$ cat src/rtl/alu_seq_pkg.sv
// alu_seq_pkg: opcodes, flag bit indices and FSM states shared by alu_seq_core and its multiplier.
package alu_seq_pkg;
    localparam logic [3:0] OP_ADD = 4'd0;
    localparam logic [3:0] OP_SUB = 4'd1;
    localparam logic [3:0] OP_NOT = 4'd2;
    localparam logic [3:0] OP_AND = 4'd3;
    localparam logic [3:0] OP_OR  = 4'd4;
    localparam logic [3:0] OP_XOR = 4'd5;
    localparam logic [3:0] OP_CMP = 4'd6;
    localparam logic [3:0] OP_EQ  = 4'd7;
    localparam logic [3:0] OP_MUL = 4'd8;

    localparam int FLAG_COMPARE  = 0;
    localparam int FLAG_EQUAL    = 1;
    localparam int FLAG_CARRY    = 2;
    localparam int FLAG_OVERFLOW = 3;
    localparam int FLAG_ZERO     = 4;
    localparam int FLAG_ERR      = 5;

    typedef enum logic [1:0] {ST_IDLE, ST_BUSY, ST_DONE} state_t;

    function automatic logic [5:0] pack_flags(input logic err, zero, ovf, carry, eq, cmp);
        logic [5:0] f;
        f                = '0;
        f[FLAG_ERR]      = err;
        f[FLAG_ZERO]     = zero;
        f[FLAG_OVERFLOW] = ovf;
        f[FLAG_CARRY]    = carry;
        f[FLAG_EQUAL]    = eq;
        f[FLAG_COMPARE]  = cmp;
        return f;
    endfunction
endpackage

$ cat src/rtl/alu_seq_mul_iter.sv
// alu_seq_mul_iter: shift-add multiplier, one multiplier bit per cycle; done pulses with the final product.
module alu_seq_mul_iter #(
    parameter int WIDTH = 4
) (
    input  logic               clk,
    input  logic               rst,
    input  logic               start,
    input  logic [WIDTH-1:0]   a,
    input  logic [WIDTH-1:0]   b,
    output logic               done,
    output logic [2*WIDTH-1:0] product
);
    localparam int CW = $clog2(WIDTH);
    logic               run;
    logic [CW-1:0]      cnt;
    logic [2*WIDTH-1:0] acc;
    logic [2*WIDTH-1:0] mcand;
    logic [WIDTH-1:0]   mplier;
    // product is the accumulator after the current step, so the last step is visible with done
    assign product = mplier[0] ? acc + mcand : acc;
    assign done    = run && cnt == CW'(WIDTH - 1);
    always_ff @(posedge clk or posedge rst) begin
        if (rst) begin
            run    <= 1'b0;
            cnt    <= '0;
            acc    <= '0;
            mcand  <= '0;
            mplier <= '0;
        end else if (start) begin
            run    <= 1'b1;
            cnt    <= '0;
            acc    <= '0;
            mcand  <= {{WIDTH{1'b0}}, a};
            mplier <= b;
        end else if (run) begin
            run    <= !done;
            cnt    <= done ? '0 : cnt + CW'(1);
            acc    <= product;
            mcand  <= mcand << 1;
            mplier <= mplier >> 1;
        end
    end
endmodule

$ cat src/rtl/alu_seq_core.sv
// alu_seq_core: handshaked ALU with registered result and flags.
// Define ALU_SEQ_MUL_EN to make opcode 8 an iterative WIDTH-cycle multiply; otherwise it is illegal.
module alu_seq_core
    import alu_seq_pkg::*;
#(
    parameter int WIDTH = 4
) (
    input  logic             clk,
    input  logic             rst,
    input  logic             in_valid,
    output logic             in_ready,
    input  logic [3:0]       in_op,
    input  logic [WIDTH-1:0] in_a,
    input  logic [WIDTH-1:0] in_b,
    output logic             out_valid,
    input  logic             out_ready,
    output logic [WIDTH-1:0] out_result,
    output logic [5:0]       out_flags,
    output logic             busy
);
    state_t           state;
    logic             accept, is_mul, mul_done;
    logic             cmp_c, eq_c, carry_c, ovf_c, err_c;
    logic [WIDTH:0]   sum_add, sum_sub;
    logic [WIDTH-1:0] res_c, mul_res;
    logic [5:0]       flags_c, mul_flags;

    assign in_ready  = state == ST_IDLE;
    assign out_valid = state == ST_DONE;
    assign busy      = state == ST_BUSY;
    assign accept    = in_valid && in_ready;
    assign cmp_c     = $signed(in_a) < $signed(in_b);
    assign eq_c      = in_a == in_b;
    assign sum_add   = {1'b0, in_a} + {1'b0, in_b};
    assign sum_sub   = {1'b0, in_a} + {1'b0, ~in_b} + (WIDTH+1)'(1);
    assign flags_c   = pack_flags(err_c, res_c == '0, ovf_c, carry_c, eq_c, cmp_c);

    always_comb begin
        res_c   = '0;
        carry_c = 1'b0;
        ovf_c   = 1'b0;
        err_c   = 1'b0;
        case (in_op)
            OP_ADD: begin
                res_c   = sum_add[WIDTH-1:0];
                carry_c = sum_add[WIDTH];
                ovf_c   = (in_a[WIDTH-1] == in_b[WIDTH-1]) && (sum_add[WIDTH-1] != in_a[WIDTH-1]);
            end
            OP_SUB: begin
                res_c   = sum_sub[WIDTH-1:0];
                carry_c = sum_sub[WIDTH];
                ovf_c   = (in_a[WIDTH-1] != in_b[WIDTH-1]) && (sum_sub[WIDTH-1] != in_a[WIDTH-1]);
            end
            OP_NOT:  res_c = ~in_a;
            OP_AND:  res_c = in_a & in_b;
            OP_OR:   res_c = in_a | in_b;
            OP_XOR:  res_c = in_a ^ in_b;
            OP_CMP:  res_c = WIDTH'(cmp_c);
            OP_EQ:   res_c = WIDTH'(eq_c);
            default: err_c = 1'b1;
        endcase
    end

`ifdef ALU_SEQ_MUL_EN
    logic [2*WIDTH-1:0] mul_prod;
    logic               cmp_q, eq_q;
    assign is_mul    = in_op == OP_MUL;
    assign mul_res   = mul_prod[WIDTH-1:0];
    assign mul_flags = pack_flags(1'b0, mul_res == '0, 1'b0, |mul_prod[2*WIDTH-1:WIDTH], eq_q, cmp_q);
    alu_seq_mul_iter #(.WIDTH(WIDTH)) u_mul (
        .clk     (clk),
        .rst     (rst),
        .start   (accept && is_mul),
        .a       (in_a),
        .b       (in_b),
        .done    (mul_done),
        .product (mul_prod)
    );
    // compare/equal describe the accepted operands, which are gone by the time MUL finishes
    always_ff @(posedge clk or posedge rst) begin
        if (rst) begin
            cmp_q <= 1'b0;
            eq_q  <= 1'b0;
        end else if (accept) begin
            cmp_q <= cmp_c;
            eq_q  <= eq_c;
        end
    end
`else
    assign is_mul    = 1'b0;
    assign mul_done  = 1'b0;
    assign mul_res   = '0;
    assign mul_flags = '0;
`endif

    always_ff @(posedge clk or posedge rst) begin
        if (rst) begin
            state      <= ST_IDLE;
            out_result <= '0;
            out_flags  <= '0;
        end else begin
            case (state)
                ST_IDLE: if (accept) begin
                    state <= is_mul ? ST_BUSY : ST_DONE;
                    if (!is_mul) begin
                        out_result <= res_c;
                        out_flags  <= flags_c;
                    end
                end
                ST_BUSY: if (mul_done) begin
                    state      <= ST_DONE;
                    out_result <= mul_res;
                    out_flags  <= mul_flags;
                end
                ST_DONE: if (out_ready) state <= ST_IDLE;
                default: state <= ST_IDLE;
            endcase
        end
    end
endmodule

$ cat config.mk
export PLATFORM = sky130hd
export DESIGN_NAME = alu_seq_core
export DESIGN_NICKNAME = d
export VERILOG_FILES = /design/src/rtl/alu_seq_pkg.sv /design/src/rtl/alu_seq_mul_iter.sv /design/src/rtl/alu_seq_core.sv
export SDC_FILE = /design/constraint.sdc
export NUM_CORES = 1
export LEC_CHECK = 0
export BUFFER_PORTS_ARGS = -buffer_cell sky130_fd_sc_hd__buf_2
export CORE_AREA = 2 2 52 54
export DETAILED_ROUTE_END_ITERATION = 16
export DIE_AREA = 0 0 54 56
export PLACE_DENSITY_LB_ADDON = 0.25
export SLEW_MARGIN = 10
export SYNTH_ARGS = -nofsm -noshare
export SYNTH_HDL_FRONTEND = slang
export SYNTH_SLANG_ARGS = --single-unit
$ cat constraint.sdc
create_clock -name clk -period 1.1 [get_ports clk]
set_input_delay 0.055 -clock clk [delete_from_list [all_inputs] [get_ports clk]]
set_output_delay 0.055 -clock clk [all_outputs]
set_load 0.05 [all_outputs]
==> results.json <==
{
  "status": "finished, violations left",
  "violations": "setup timing",
  "dp_hpwl_mm": 2.463,
  "layout.nets": 227,
  "num_rows": 18,
  "maxSlewViolCount": 0,
  "vias_per_cell": 5.279,
  "rsz0062_at_grt": "yes",
  "finalWirelength_mm": 3.224,
  "path_class": "in -> reg",
  "drive_gt1_share_pct": 50.00,
  "cts_inserted_buffers": 3,
  "port-buffer-count": 27,
  "diodes": 0,
  "syn_to_final_growth_pct": 65.51,
  "synth_nets": 161,
  "synth_seq_cells": 11,
  "grt_max_degree": 13,
  "synth_area_leader_cell": "dfrtp_1",
  "setup_viol": 7,
  "die_w_um": 54,
  "routabilityCongestion": 0.8967,
  "period_minus_slack_ns": 1.495,
  "die_y_um": 56,
  "maxCapViolations": 0,
  "fillers": 163,
  "finClkSkew_ns": 0.0007088,
  "detail_route.wl_per_cell_um": 14.27,
  "place_inst": 217,
  "clkSlewWorstSetupHoldPaths_ns": 0.06,
  "grt_pass1_wl_mm": 5.009,
  "cts.htree.levels": 1,
  "fin_crit_sh_pct": 135.9,
  "worstHoldStart": "in_valid",
  "setup_slack_ns": -0.3951,
  "reg2reg_to": "out_flags[4]$_DFFE_PP0P_",
  "clk_latency_ns": 0.27,
  "p_leak_uw": 0.0008771,
  "setup_tns_ns": -1.840,
  "powerDensity_mw_per_mm2": 1028,
  "crit_fanout": 3,
  "synth-seq-area-share_pct": 25.37,
  "synth_warnings": 0,
  "coreArea_mm2": 0.002432,
  "finalNonFillerCells": 226,
  "crit_path_start": "in_a[0]",
  "drt_first_iter_violations": 24,
  "cp-endpoint": "out_result[2]$_DFFE_PP0P_",
  "cp.arrival_ns": 1.65,
  "syn_inst": 131,
  "synth.area.top_cells": "dfrtp_1 (25%), ha_1 (14%), inv_1 (5.2%)",
  "syn_area_per_cell_um2": 8.281,
  "antenna_found_initial": 0,
  "reg2reg_depth": 4,
  "grt-ovfl-total": 0,
  "cp-end-kind": "flop",
  "critPathLaunchType": "primary input",
  "peakVddDrop_mv": 0.9186,
  "worstPathRequired_ns": 1.25,
  "clockBufferDepth": 2,
  "cts_root_buf": "clkbuf_4",
  "drc": 0,
  "hold_class": "in -> reg",
  "r2r_setup_slack_ns": -0.05,
  "synth.distinct_cells": 41,
  "synth_top_area_share_pct": 25.37,
  "num_io_pins": 29,
  "cts_num_sinks": 11,
  "detail-route-antenna-nets": 0,
  "dieArea_mm2": 0.003024,
  "synth_area_mm2": 0.001085,
  "r2r-start": "state[1]$_DFFE_PP0P_",
  "grt_usage_pct": 21.63,
  "first_global_vias": 1165,
  "max_freq_mhz": 668.9,
  "cts_tree": "done",
  "hold_viol": 0,
  "dr.pass1.iters": 4,
  "start_util_pct": 44.60,
  "via_count": 1193
}
[sequential cells by signal (all words and copies together), names as in the netlist]
register and count:
out_flags 6, state 1, out_result 4
[what timing repair did]
| action | in CTS | in global routing |
|---|---|---|
| gates cloned | 0 | 0 |
| resized for setup | 21 | 12 |
| hold buffers | 2 | 0 |
| endpoints found under the setup margin | 8 | 11 |
| buffers inserted | 2 | 1 |
| hold endpoints to repair | 12 | 0 |
| pin swaps | 14 | 11 |
[final cells by class]
type	count	area, um2	area share [%]
tap	30	37.54	2.091
sequential	11	276.5	15.40
clock buffer	4	26.28	1.463
multi-input combinational	98	882.1	49.13
inverter	16	82.58	4.599
timing repair buffer	67	490.5	27.32
[critical path: stages]
cell and delay (ns):
buf_12 0.10, inv_12 0.03, ha_4 0.15, fa_2 0.38, or3b_1 0.19, o21ai_1 0.07, a22o_1 0.18, a32o_2 0.24
mux2_4 0.26
[stage by stage]
step | hold slack (ns) | utilization [%] | cell area [um2] | setup WS [ns] | power (uW)
4_1_cts | 0.1711 | 71.40 | 1737 | -0.3432 | 1794
3_5_place_dp | 0.05487 | 64.56 | 1570 | -0.7734 | 1460
5_1_grt | 0.1557 | 73.82 | 1795 | -0.4380 | 1960
6_report | 0.1377 | 73.82 | 1795 | -0.3951 | 1845
2_1_floorplan | -0.09263 | - | 1184 | -0.4782 | 1155
3_3_place_gp | 0.04746 | 64.56 | 1570 | -0.7233 | 1434
[cell usage after synthesis (all sizes together)]
library cell	instances
a21oi	5
nor4b	1
inv	16
or3b	1
nor2	7
o21ai	9
a21boi	1
mux2	2
nand3	1
xnor2	2
nor2b	6
nor4	3
o21a	2
a211oi	2
a41o	1
a31oi	2
nor3	3
o22ai	1
a22o	2
a2bb2oi	1
a211o	1
or2	1
o31ai	4
o21bai	2
fa	2
ha	12
a2111oi	1
mux2i	1
o41ai	1
a21o	2
clkbuf	2
a32o	2
buf	4
conb	1
nand2	15
o31a	1
dfrtp	11
[per-layer routing]
metal,track usage [%],part of all wire (%),vias to the layer above
met3,1.613,4.6,7
met1,23.86,40,555
met4,8.929,1.6,0
li1,-,-,588
met2,40.24,54,43
met5,0,0,-
[kinds of logic (layout without fill, tap and decap cells)]
group	count (synthesis)	after routing	synth area share, %
AO/OA/AOI/OAI	40	40	26.76
XOR/XNOR	2	2	1.615
adder cells (fa/ha/maj)	14	14	17.53
buffers and inverters	22	87	8.534
flip-flops	11	11	25.37
multiplexers	3	3	2.999
other	1	1	0.3457
AND/OR/NAND/NOR	38	38	16.84
[power breakdown]
part	internal, uW	switching (uW)
clock network	140	127
logic	419	642
registers	474	42.7
total	1030	812
[layout by cell type (no fill, tap or decap), drive strengths merged, types with 2 or more instances in the layout]
cell type    synthesis  final
ha                  12     12
a211oi               2      2
a21o                 2      2
o21ai                9      9
buf                  4     65
mux2                 2      2
nor4                 3      3
a32o                 2      2
o31ai                4      4
fa                   2      2
dlygate4sd3          0      2
a22o                 2      2
a21oi                5      5
clkbuf               2      4
dfrtp               11     11
nor2b                6      6
xnor2                2      2
o21bai               2      2
inv                 16     14
nand2               15     15
clkinvlp             0      2
o21a                 2      2
nor3                 3      3
nor2                 7      7
a31oi                2      2
[how the worst min path moves through the flow]
stage / endpoint / slack [ns] / cells past startpoint
after floorplan: out_flags[0]$_DFFE_PP0P_ / -0.09 / 1
after global placement: out_result[0]$_DFFE_PP0P_ / 0.05 / 2
after detailed placement: out_flags[0]$_DFFE_PP0P_ / 0.05 / 2
after CTS: out_flags[5]$_DFFE_PP0P_ / 0.17 / 4
after global routing: state[1]$_DFFE_PP0P_ / 0.16 / 3
final: state[1]$_DFFE_PP0P_ / 0.14 / 3
No activity file was read; power rests on OpenSTA's default activity.
